## src/rtl/kgp_isa_pkg.sv

```systemverilog
// Shared KGP-RISC ISA encodings: opcodes, R-type function codes, control field
// encodings and the multi-cycle controller state set.
package kgp_isa_pkg;

    localparam logic [4:0] OP_RTYPE = 5'b00000;
    localparam logic [4:0] OP_ADDI  = 5'b00001;
    localparam logic [4:0] OP_COMPI = 5'b00010;
    localparam logic [4:0] OP_LW    = 5'b00011;
    localparam logic [4:0] OP_SW    = 5'b00100;
    localparam logic [4:0] OP_B     = 5'b00101;
    localparam logic [4:0] OP_BL    = 5'b00110;
    localparam logic [4:0] OP_BR    = 5'b00111;
    localparam logic [4:0] OP_BLTZ  = 5'b01000;
    localparam logic [4:0] OP_BZ    = 5'b01001;
    localparam logic [4:0] OP_BNZ   = 5'b01010;
    localparam logic [4:0] OP_BCY   = 5'b01011;
    localparam logic [4:0] OP_BNCY  = 5'b01100;

    localparam logic [4:0] FN_ADD   = 5'b00000;
    localparam logic [4:0] FN_COMP  = 5'b00001;
    localparam logic [4:0] FN_AND   = 5'b00010;
    localparam logic [4:0] FN_XOR   = 5'b00011;
    localparam logic [4:0] FN_SHLL  = 5'b00100;
    localparam logic [4:0] FN_SHRL  = 5'b00101;
    localparam logic [4:0] FN_SHLLV = 5'b00110;
    localparam logic [4:0] FN_SHRLV = 5'b00111;
    localparam logic [4:0] FN_SHRA  = 5'b01000;
    localparam logic [4:0] FN_SHRAV = 5'b01001;

    localparam logic [2:0] ALU_ADD   = 3'b000;
    localparam logic [2:0] ALU_COMP  = 3'b001;
    localparam logic [2:0] ALU_AND   = 3'b010;
    localparam logic [2:0] ALU_XOR   = 3'b011;
    localparam logic [2:0] ALU_SHL   = 3'b100;
    localparam logic [2:0] ALU_SHRL  = 3'b101;
    localparam logic [2:0] ALU_SHRA  = 3'b110;
    localparam logic [2:0] ALU_PASSB = 3'b111;

    localparam logic [1:0] SRC_RT    = 2'b00;
    localparam logic [1:0] SRC_IMM   = 2'b01;
    localparam logic [1:0] SRC_SHAMT = 2'b10;

    localparam logic [1:0] PC_INC   = 2'b00;
    localparam logic [1:0] PC_LABEL = 2'b01;
    localparam logic [1:0] PC_REG   = 2'b10;

    typedef enum logic [2:0] {
        ST_FETCH  = 3'd0,
        ST_FWAIT  = 3'd1,
        ST_DECODE = 3'd2,
        ST_EXEC   = 3'd3,
        ST_MEM    = 3'd4,
        ST_MWAIT  = 3'd5,
        ST_WB     = 3'd6,
        ST_TRAP   = 3'd7
    } state_t;

    function automatic logic is_legal(input logic [4:0] op, input logic [4:0] fn);
        if (op == OP_RTYPE) begin
            return (fn <= FN_SHRAV);
        end else begin
            return (op <= OP_BNCY);
        end
    endfunction

    function automatic logic [2:0] rtype_alu_op(input logic [4:0] fn);
        case (fn)
            FN_ADD:             return ALU_ADD;
            FN_COMP:            return ALU_COMP;
            FN_AND:             return ALU_AND;
            FN_XOR:             return ALU_XOR;
            FN_SHLL, FN_SHLLV:  return ALU_SHL;
            FN_SHRL, FN_SHRLV:  return ALU_SHRL;
            FN_SHRA, FN_SHRAV:  return ALU_SHRA;
            default:            return ALU_PASSB;
        endcase
    endfunction

    // Constant-amount shifts take operand B from the shamt field.
    function automatic logic [1:0] rtype_alu_src(input logic [4:0] fn);
        case (fn)
            FN_SHLL, FN_SHRL, FN_SHRA: return SRC_SHAMT;
            default:                   return SRC_RT;
        endcase
    endfunction

endpackage

```

## src/rtl/kgp_control_fsm_if.sv

```systemverilog
// Control interface between the KGP-RISC controller (master) and datapath (slave).
interface kgp_control_fsm_if;
    logic [4:0] opcode;
    logic [4:0] funccode;
    logic       zeroFlag;
    logic       negFlag;
    logic       carryFlag;
    logic [2:0] ALUResOp;
    logic [1:0] ALUSrc;
    logic       ALUFrc;
    logic       brLink;
    logic       memToReg;
    logic       memRead;
    logic       memWrite;
    logic       regWrite;
    logic       branch;
    logic [1:0] pcSrc;
    logic       pcWrite;
    logic       irWrite;
    logic       flagWrite;
    logic       illegal;

    modport master (
        input  opcode, funccode, zeroFlag, negFlag, carryFlag,
        output ALUResOp, ALUSrc, ALUFrc, brLink, memToReg, memRead, memWrite,
               regWrite, branch, pcSrc, pcWrite, irWrite, flagWrite, illegal
    );

    modport slave (
        output opcode, funccode, zeroFlag, negFlag, carryFlag,
        input  ALUResOp, ALUSrc, ALUFrc, brLink, memToReg, memRead, memWrite,
               regWrite, branch, pcSrc, pcWrite, irWrite, flagWrite, illegal
    );
endinterface

```

## src/rtl/kgp_branch_cond.sv

```systemverilog
// Branch condition evaluation from a registered opcode and the datapath flags.
module kgp_branch_cond
    import kgp_isa_pkg::*;
(
    input  logic [4:0] opcode,
    input  logic       zero_flag,
    input  logic       neg_flag,
    input  logic       carry_flag,
    output logic       taken
);

    // Condition select per branch opcode; non-branch opcodes never take.
    always_comb begin
        taken = 1'b0;
        case (opcode)
            OP_B, OP_BL, OP_BR: taken = 1'b1;
            OP_BLTZ:            taken = neg_flag;
            OP_BZ:              taken = zero_flag;
            OP_BNZ:             taken = ~zero_flag;
            OP_BCY:             taken = carry_flag;
            OP_BNCY:            taken = ~carry_flag;
            default:            taken = 1'b0;
        endcase
    end

endmodule

```

## src/rtl/kgp_control_fsm.sv

```systemverilog
// Multi-cycle KGP-RISC control unit: sequences fetch..writeback around BRAM
// latency and drives every datapath control strobe.
module kgp_control_fsm
    import kgp_isa_pkg::*;
#(
    parameter int MEM_LAT = 1
) (
    input  logic               clk,
    input  logic               rst,
    kgp_control_fsm_if.master  ctrl
);

    localparam logic [2:0] LAST_WAIT = 3'(MEM_LAT - 1);

    state_t     state_r, state_s;
    logic [2:0] cnt_r, cnt_s;
    logic [4:0] op_r, fn_r;
    logic       taken_s;
    logic       alu_class_s, mem_class_s, is_lw_s;

    logic [2:0] alu_op_s;
    logic [1:0] alu_src_s, pc_src_s;
    logic       alu_frc_s, br_link_s, mem_to_reg_s, mem_read_s, mem_write_s;
    logic       reg_write_s, branch_s, pc_write_s, ir_write_s, flag_write_s, illegal_s;

    kgp_branch_cond u_branch_cond (
        .opcode     (op_r),
        .zero_flag  (ctrl.zeroFlag),
        .neg_flag   (ctrl.negFlag),
        .carry_flag (ctrl.carryFlag),
        .taken      (taken_s)
    );

    assign alu_class_s = (op_r == OP_RTYPE) || (op_r == OP_ADDI) || (op_r == OP_COMPI);
    assign mem_class_s = (op_r == OP_LW) || (op_r == OP_SW);
    assign is_lw_s     = (op_r == OP_LW);

    // State, wait counter and the instruction fields captured in DECODE.
    always_ff @(posedge clk or posedge rst) begin
        if (rst) begin
            state_r <= ST_FETCH;
            cnt_r   <= 3'd0;
            op_r    <= 5'd0;
            fn_r    <= 5'd0;
        end else begin
            state_r <= state_s;
            cnt_r   <= cnt_s;
            if (state_r == ST_DECODE) begin
                op_r <= ctrl.opcode;
                fn_r <= ctrl.funccode;
            end else begin
                op_r <= op_r;
                fn_r <= fn_r;
            end
        end
    end

    // Next-state and control decode; outputs follow the state register so an
    // asynchronous reset clears every strobe in the same cycle.
    always_comb begin
        state_s      = state_r;
        cnt_s        = 3'd0;
        alu_op_s     = ALU_ADD;
        alu_src_s    = SRC_RT;
        pc_src_s     = PC_INC;
        alu_frc_s    = 1'b0;
        br_link_s    = 1'b0;
        mem_to_reg_s = 1'b0;
        mem_read_s   = 1'b0;
        mem_write_s  = 1'b0;
        reg_write_s  = 1'b0;
        branch_s     = 1'b0;
        pc_write_s   = 1'b0;
        ir_write_s   = 1'b0;
        flag_write_s = 1'b0;
        illegal_s    = 1'b0;
        case (state_r)
            ST_FETCH: state_s = ST_FWAIT;
            ST_FWAIT: begin
                if (cnt_r == LAST_WAIT) begin
                    ir_write_s = 1'b1;
                    state_s    = ST_DECODE;
                end else begin
                    cnt_s = cnt_r + 3'd1;
                end
            end
            ST_DECODE: begin
                if (is_legal(ctrl.opcode, ctrl.funccode)) begin
                    state_s = ST_EXEC;
                end else begin
                    state_s = ST_TRAP;
                end
            end
            ST_EXEC: begin
                if (alu_class_s) begin
                    if (op_r == OP_RTYPE) begin
                        alu_op_s  = rtype_alu_op(fn_r);
                        alu_src_s = rtype_alu_src(fn_r);
                    end else begin
                        alu_op_s  = (op_r == OP_ADDI) ? ALU_ADD : ALU_COMP;
                        alu_src_s = SRC_IMM;
                    end
                    flag_write_s = 1'b1;
                    state_s      = ST_WB;
                end else if (mem_class_s) begin
                    alu_frc_s = 1'b1;
                    alu_src_s = SRC_IMM;
                    state_s   = ST_MEM;
                end else begin
                    branch_s = taken_s;
                    if (op_r == OP_BR) begin
                        pc_src_s = PC_REG;
                    end else if (taken_s) begin
                        pc_src_s = PC_LABEL;
                    end else begin
                        pc_src_s = PC_INC;
                    end
                    // bl retires in WB, where the link write and PC update happen together.
                    if (op_r == OP_BL) begin
                        state_s = ST_WB;
                    end else begin
                        pc_write_s = 1'b1;
                        state_s    = ST_FETCH;
                    end
                end
            end
            ST_MEM: begin
                alu_frc_s   = 1'b1;
                alu_src_s   = SRC_IMM;
                mem_read_s  = is_lw_s;
                mem_write_s = ~is_lw_s;
                state_s     = ST_MWAIT;
            end
            ST_MWAIT: begin
                alu_frc_s   = 1'b1;
                alu_src_s   = SRC_IMM;
                mem_read_s  = is_lw_s;
                mem_write_s = ~is_lw_s;
                if (cnt_r == LAST_WAIT) begin
                    if (is_lw_s) begin
                        state_s = ST_WB;
                    end else begin
                        pc_write_s = 1'b1;
                        state_s    = ST_FETCH;
                    end
                end else begin
                    cnt_s = cnt_r + 3'd1;
                end
            end
            ST_WB: begin
                reg_write_s  = 1'b1;
                mem_to_reg_s = is_lw_s;
                pc_write_s   = 1'b1;
                if (op_r == OP_BL) begin
                    br_link_s = 1'b1;
                    pc_src_s  = PC_LABEL;
                end else begin
                    pc_src_s  = PC_INC;
                end
                state_s = ST_FETCH;
            end
            ST_TRAP: begin
                illegal_s = 1'b1;
                state_s   = ST_TRAP;
            end
            default: state_s = ST_FETCH;
        endcase
    end

    assign ctrl.ALUResOp  = alu_op_s;
    assign ctrl.ALUSrc    = alu_src_s;
    assign ctrl.ALUFrc    = alu_frc_s;
    assign ctrl.brLink    = br_link_s;
    assign ctrl.memToReg  = mem_to_reg_s;
    assign ctrl.memRead   = mem_read_s;
    assign ctrl.memWrite  = mem_write_s;
    assign ctrl.regWrite  = reg_write_s;
    assign ctrl.branch    = branch_s;
    assign ctrl.pcSrc     = pc_src_s;
    assign ctrl.pcWrite   = pc_write_s;
    assign ctrl.irWrite   = ir_write_s;
    assign ctrl.flagWrite = flag_write_s;
    assign ctrl.illegal   = illegal_s;

endmodule

```

## src/flat_wrapper.sv

```systemverilog
// flat-port wrapper written by rule: the top's interface ports become plain ports
module kgp_control_fsm_flat import kgp_isa_pkg::*;
#(
    parameter int MEM_LAT = 1
)
  (clk, rst, ctrl_opcode, ctrl_funccode, ctrl_zeroFlag, ctrl_negFlag, ctrl_carryFlag, ctrl_ALUResOp, ctrl_ALUSrc, ctrl_ALUFrc, ctrl_brLink, ctrl_memToReg, ctrl_memRead, ctrl_memWrite, ctrl_regWrite, ctrl_branch, ctrl_pcSrc, ctrl_pcWrite, ctrl_irWrite, ctrl_flagWrite, ctrl_illegal);
  kgp_control_fsm_if ctrl_i ();
  input  logic clk;
  input  logic rst;
  input wire logic [$bits(ctrl_i.opcode)-1:0] ctrl_opcode;
  input wire logic [$bits(ctrl_i.funccode)-1:0] ctrl_funccode;
  input wire logic [$bits(ctrl_i.zeroFlag)-1:0] ctrl_zeroFlag;
  input wire logic [$bits(ctrl_i.negFlag)-1:0] ctrl_negFlag;
  input wire logic [$bits(ctrl_i.carryFlag)-1:0] ctrl_carryFlag;
  output wire logic [$bits(ctrl_i.ALUResOp)-1:0] ctrl_ALUResOp;
  output wire logic [$bits(ctrl_i.ALUSrc)-1:0] ctrl_ALUSrc;
  output wire logic [$bits(ctrl_i.ALUFrc)-1:0] ctrl_ALUFrc;
  output wire logic [$bits(ctrl_i.brLink)-1:0] ctrl_brLink;
  output wire logic [$bits(ctrl_i.memToReg)-1:0] ctrl_memToReg;
  output wire logic [$bits(ctrl_i.memRead)-1:0] ctrl_memRead;
  output wire logic [$bits(ctrl_i.memWrite)-1:0] ctrl_memWrite;
  output wire logic [$bits(ctrl_i.regWrite)-1:0] ctrl_regWrite;
  output wire logic [$bits(ctrl_i.branch)-1:0] ctrl_branch;
  output wire logic [$bits(ctrl_i.pcSrc)-1:0] ctrl_pcSrc;
  output wire logic [$bits(ctrl_i.pcWrite)-1:0] ctrl_pcWrite;
  output wire logic [$bits(ctrl_i.irWrite)-1:0] ctrl_irWrite;
  output wire logic [$bits(ctrl_i.flagWrite)-1:0] ctrl_flagWrite;
  output wire logic [$bits(ctrl_i.illegal)-1:0] ctrl_illegal;
  assign ctrl_i.opcode = ctrl_opcode;
  assign ctrl_i.funccode = ctrl_funccode;
  assign ctrl_i.zeroFlag = ctrl_zeroFlag;
  assign ctrl_i.negFlag = ctrl_negFlag;
  assign ctrl_i.carryFlag = ctrl_carryFlag;
  assign ctrl_ALUResOp = ctrl_i.ALUResOp;
  assign ctrl_ALUSrc = ctrl_i.ALUSrc;
  assign ctrl_ALUFrc = ctrl_i.ALUFrc;
  assign ctrl_brLink = ctrl_i.brLink;
  assign ctrl_memToReg = ctrl_i.memToReg;
  assign ctrl_memRead = ctrl_i.memRead;
  assign ctrl_memWrite = ctrl_i.memWrite;
  assign ctrl_regWrite = ctrl_i.regWrite;
  assign ctrl_branch = ctrl_i.branch;
  assign ctrl_pcSrc = ctrl_i.pcSrc;
  assign ctrl_pcWrite = ctrl_i.pcWrite;
  assign ctrl_irWrite = ctrl_i.irWrite;
  assign ctrl_flagWrite = ctrl_i.flagWrite;
  assign ctrl_illegal = ctrl_i.illegal;
  kgp_control_fsm #(.MEM_LAT(MEM_LAT)) u_core (.clk(clk), .rst(rst), .ctrl(ctrl_i));
endmodule
```

## config.mk

```make
export PLATFORM = sky130hd
export DESIGN_NAME = kgp_control_fsm_flat
export DESIGN_NICKNAME = d
export VERILOG_FILES = /design/src/rtl/kgp_isa_pkg.sv /design/src/rtl/kgp_control_fsm_if.sv /design/src/rtl/kgp_branch_cond.sv /design/src/rtl/kgp_control_fsm.sv /design/src/flat_wrapper.sv
export SDC_FILE = /design/constraint.sdc
export NUM_CORES = 1
export LEC_CHECK = 0
export CAP_MARGIN = 10
export CORE_MARGIN = 3
export CORE_UTILIZATION = 43
export CTS_BUF_LIST = sky130_fd_sc_hd__clkbuf_8
export DETAILED_ROUTE_END_ITERATION = 10
export HOLD_SLACK_MARGIN = 0.03
export PLACE_DENSITY = 0.77
export SYNTH_ARGS = -nofsm -noshare
export SYNTH_HDL_FRONTEND = slang
export SYNTH_SLANG_ARGS = --single-unit
```

## constraint.sdc

```tcl
create_clock -name clk -period 1.7 [get_ports clk]
set_input_delay 0.17 -clock clk [delete_from_list [all_inputs] [get_ports clk]]
set_output_delay 0.17 -clock clk [all_outputs]
set_load 0.05 [all_outputs]
```

==> results.sh <==
export IMPL_setup_worst_path_start="u_core.op_r[4]"
export IMPL_grt_overflow=0
export IMPL_antenna_found_initial=0
export IMPL_gp_congestion=0.774
export IMPL_path_clk_slew_ns=0.07
export IMPL_dp_cells=198
export IMPL_coreArea_um2=2300
export IMPL_n_fill_cell=73
export IMPL_synth_xor_area_share_pct=0
export IMPL_pwr_share_seq_pct=19.4
export IMPL_finalSetupViolCount=14
export IMPL_initial_core_util_pct=47.4
export IMPL_status="finished with violations"
export IMPL_synth_edf_count=0
export IMPL_p_clk_share_pct=8.2
export IMPL_fin_util_pct=93.2
export IMPL_fin_crit_sh_pct=124
export IMPL_place_ws_ns=-0.152
export IMPL_critPathLaunchType="register"
export IMPL_synth_fp_nets=139
export IMPL_synth_compound_area_share_pct=15.5
export IMPL_finalHoldViolCount=0
export IMPL_critPathKind="reg2out"
export IMPL_grt_max_degree=17
export IMPL_worstPathRequired_ns=1.53
export IMPL_drtPass1Iterations=4
export IMPL_failed_checks="setup timing"
export IMPL_drv_slew=0
export IMPL_r2r_end="u_core.state_r[1]"
export IMPL_holdWs_ns=0.321
export IMPL_cp_max_fo=3
export IMPL_multiInputGateArea_um2=842
export IMPL_p_comb_share_pct=72.5
export IMPL_cts_tree="yes"
export IMPL_p_sw_share_pct=48.1
export IMPL_async_reset_ff_share_pct=100
export IMPL_area_growth_pct=96.7
export IMPL_postSynthAreaPerCell_um2=8.92
export IMPL_rsz0062_at_grt="yes"
export IMPL_crit_arrival_ns=1.93
export IMPL_dieArea_um2=3170
export IMPL_fin_crit_ns=2.10
export IMPL_vias=1354
export IMPL_routed_wirelength_um=4880
export IMPL_grt_pass1_vias=1333
export IMPL_worst_slew_pin_transition_ns=0.622
export IMPL_htree_levels=1
export IMPL_yosys_area_top_type="dfrtp_1"
export IMPL_fin_cells=214
export IMPL_fp_dieW_um=56.3
export IMPL_syn_inst=122
export IMPL_grt_pass1_wl_um=6480
export IMPL_fin_ws_ns=-0.402
export IMPL_yosysSeqAreaShare_pct=36.8
export IMPL_drt_iter0_drc=75
export IMPL_p_int_w=0.00214
export IMPL_fin_area_um2=2140
export IMPL_maxCapViolCount=0
export IMPL_syn_area_um2=1090
export IMPL_reg2reg_slack_ns=-0.01
export IMPL_reg2reg_from="u_core.op_r[4]"
export IMPL_synthMuxAreaShare_pct=14.0
export IMPL_fmax_mhz=476
export IMPL_diodes=0
export IMPL_synth_main_ff_cell="dfrtp_1"
export IMPL_yosys_area_share_adder_pct=2.30
export IMPL_vdd_drop_max_mv=1.71
export IMPL_antenna_left=0
export IMPL_cts_buffer_depth=2
export IMPL_endpoint_kind="output pin"
export IMPL_yosys_warnings=0
export IMPL_power_density_nw_per_um2=1930
export IMPL_hold_path_class="in2async"
export IMPL_io_pins=33
export IMPL_yosys_area_top_type_share_pct=36.8
export IMPL_synth_cell_types=37
export IMPL_final_seq_area_um2=403
export IMPL_ys_ff_latch=16
export IMPL_route_detailed_wl_per_inst_um=22.8
export IMPL_p_switching_w=0.00199
export IMPL_synth_top_family_by_area="simple AND/OR/NAND/NOR gates"
export IMPL_port_buffer_count=32
export IMPL_worstSkewPairLatency_ns=0.25
export IMPL_die_h_um=56.3
export IMPL_dp_hpwl_um=2560
export IMPL_reg2regPathDepth=6
export IMPL_finish_net_count=204
export IMPL_rows=17
export IMPL_synthSimpleGateAreaFrac_pct=25.7
export IMPL_finClkSkew_ns=0.00412
export IMPL_clock_sinks=16
export IMPL_slew_headroom_pct=58.5
export IMPL_cts_buffers=3
export IMPL_power_leakage_nw=0.895
export IMPL_clockRootBuffer="clkbuf_8"
export IMPL_postPlaceCellArea_um2=1840
export IMPL_track_usage_pct=26.1
export IMPL_viasPerCell=6.33
export IMPL_synth_area_top_cells="dfrtp_1 (37%), mux2_2 (10%), nor2_1 (5.2%)"
export IMPL_drive_gt1_share_pct=56.5
export IMPL_drc=0
## power by group through the flow
stage | Clock [W] | Combinational (W) | Sequential (W)
2_1_floorplan | 0 | 0.00143 | 0.000686
3_3_place_gp | 0 | 0.00219 | 0.000715
3_5_place_dp | 0 | 0.00226 | 0.000729
4_1_cts | 0.000339 | 0.00247 | 0.000740
5_1_grt | 0.000357 | 0.00310 | 0.000805
6_report | 0.000337 | 0.00299 | 0.000799
## worst max-delay path, stage by stage (launching register included)
cell and delay (ns):
dfrtp_1 0.41, or2_4 0.27, or3_4 0.37, or2_4 0.27, nor4_4 0.19, buf_12 0.18
## sequential cells by signal (all words and copies together), names as in the netlist
name and flops:
u_core.cnt_r 3, u_core.fn_r 5, u_core.op_r 5, u_core.state_r 3
## area by class of cell
cell class,count,share of cell area (%)
inverter,7,1.40
sequential,16,18.8
timing repair buffer,67,36.2
tap,28,1.64
clock buffer,4,2.57
multi-input combinational,92,39.3
## logic make-up after synthesis
group / Yosys count
multiplexers: 14
adder cells (fa/ha/maj): 2
AO/OA/AOI/OAI: 26
buffers and inverters: 14
AND/OR/NAND/NOR: 50
flip-flops: 16
## cell usage after synthesis (3+ instances only)
master	count
nor2b_1	4
a21oi_1	10
dfrtp_1	16
nand2b_1	3
o21ai_0	4
and3_1	3
clkbuf_1	4
nor3_1	7
mux2i_1	4
nor2_1	15
inv_1	7
nand2_1	4
mux2_2	10
nor4_1	4
## worst max path at each step
stage	to	slack [ns]	depth (start not counted)
3_3_place_gp	ctrl_ALUSrc[1]	-0.13	5
5_1_grt	ctrl_ALUSrc[1]	-0.44	5
4_1_cts	ctrl_ALUSrc[1]	-0.35	5
3_5_place_dp	ctrl_pcSrc[0]	-0.15	7
6_report	ctrl_ALUSrc[1]	-0.40	5
2_1_floorplan	ctrl_ALUSrc[1]	-0.48	5
## layer usage
metal  vias up  track usage, %  part of all wire (%)
met3        26            5.29                   6.6
met1       668            29.0                    36
li1        571               -                     -
met4         0            12.2                   5.5
met2        89            47.1                    51
met5         -               0                     0
## metrics by stage
| step | setup TNS (ns) | total power [W] |
|---|---|---|
| 4_1_cts | -2.98 | 0.00354 |
| 5_1_grt | -4.12 | 0.00426 |
| 3_3_place_gp | -0.372 | 0.00290 |
| 2_1_floorplan | -2.30 | 0.00211 |
| 3_5_place_dp | -0.534 | 0.00299 |
| 6_report | -3.51 | 0.00413 |
## repair_timing
item,in CTS,in global routing
buffers inserted,3,13
pin swaps,10,12
gates resized for setup,20,20
setup endpoints to repair,15,28
hold buffers,0,0
## placed cells by master (no fill, tap or decap), types with 5 or more instances in the layout
cell type,count
a21oi_1,7
buf_12,16
buf_4,27
buf_6,10
clkdlybuf4s50_1,14
dfrtp_1,14
inv_1,6
mux2_2,10
nor2_1,8
nor3_1,5
No activity file was read; power rests on OpenSTA's default activity.
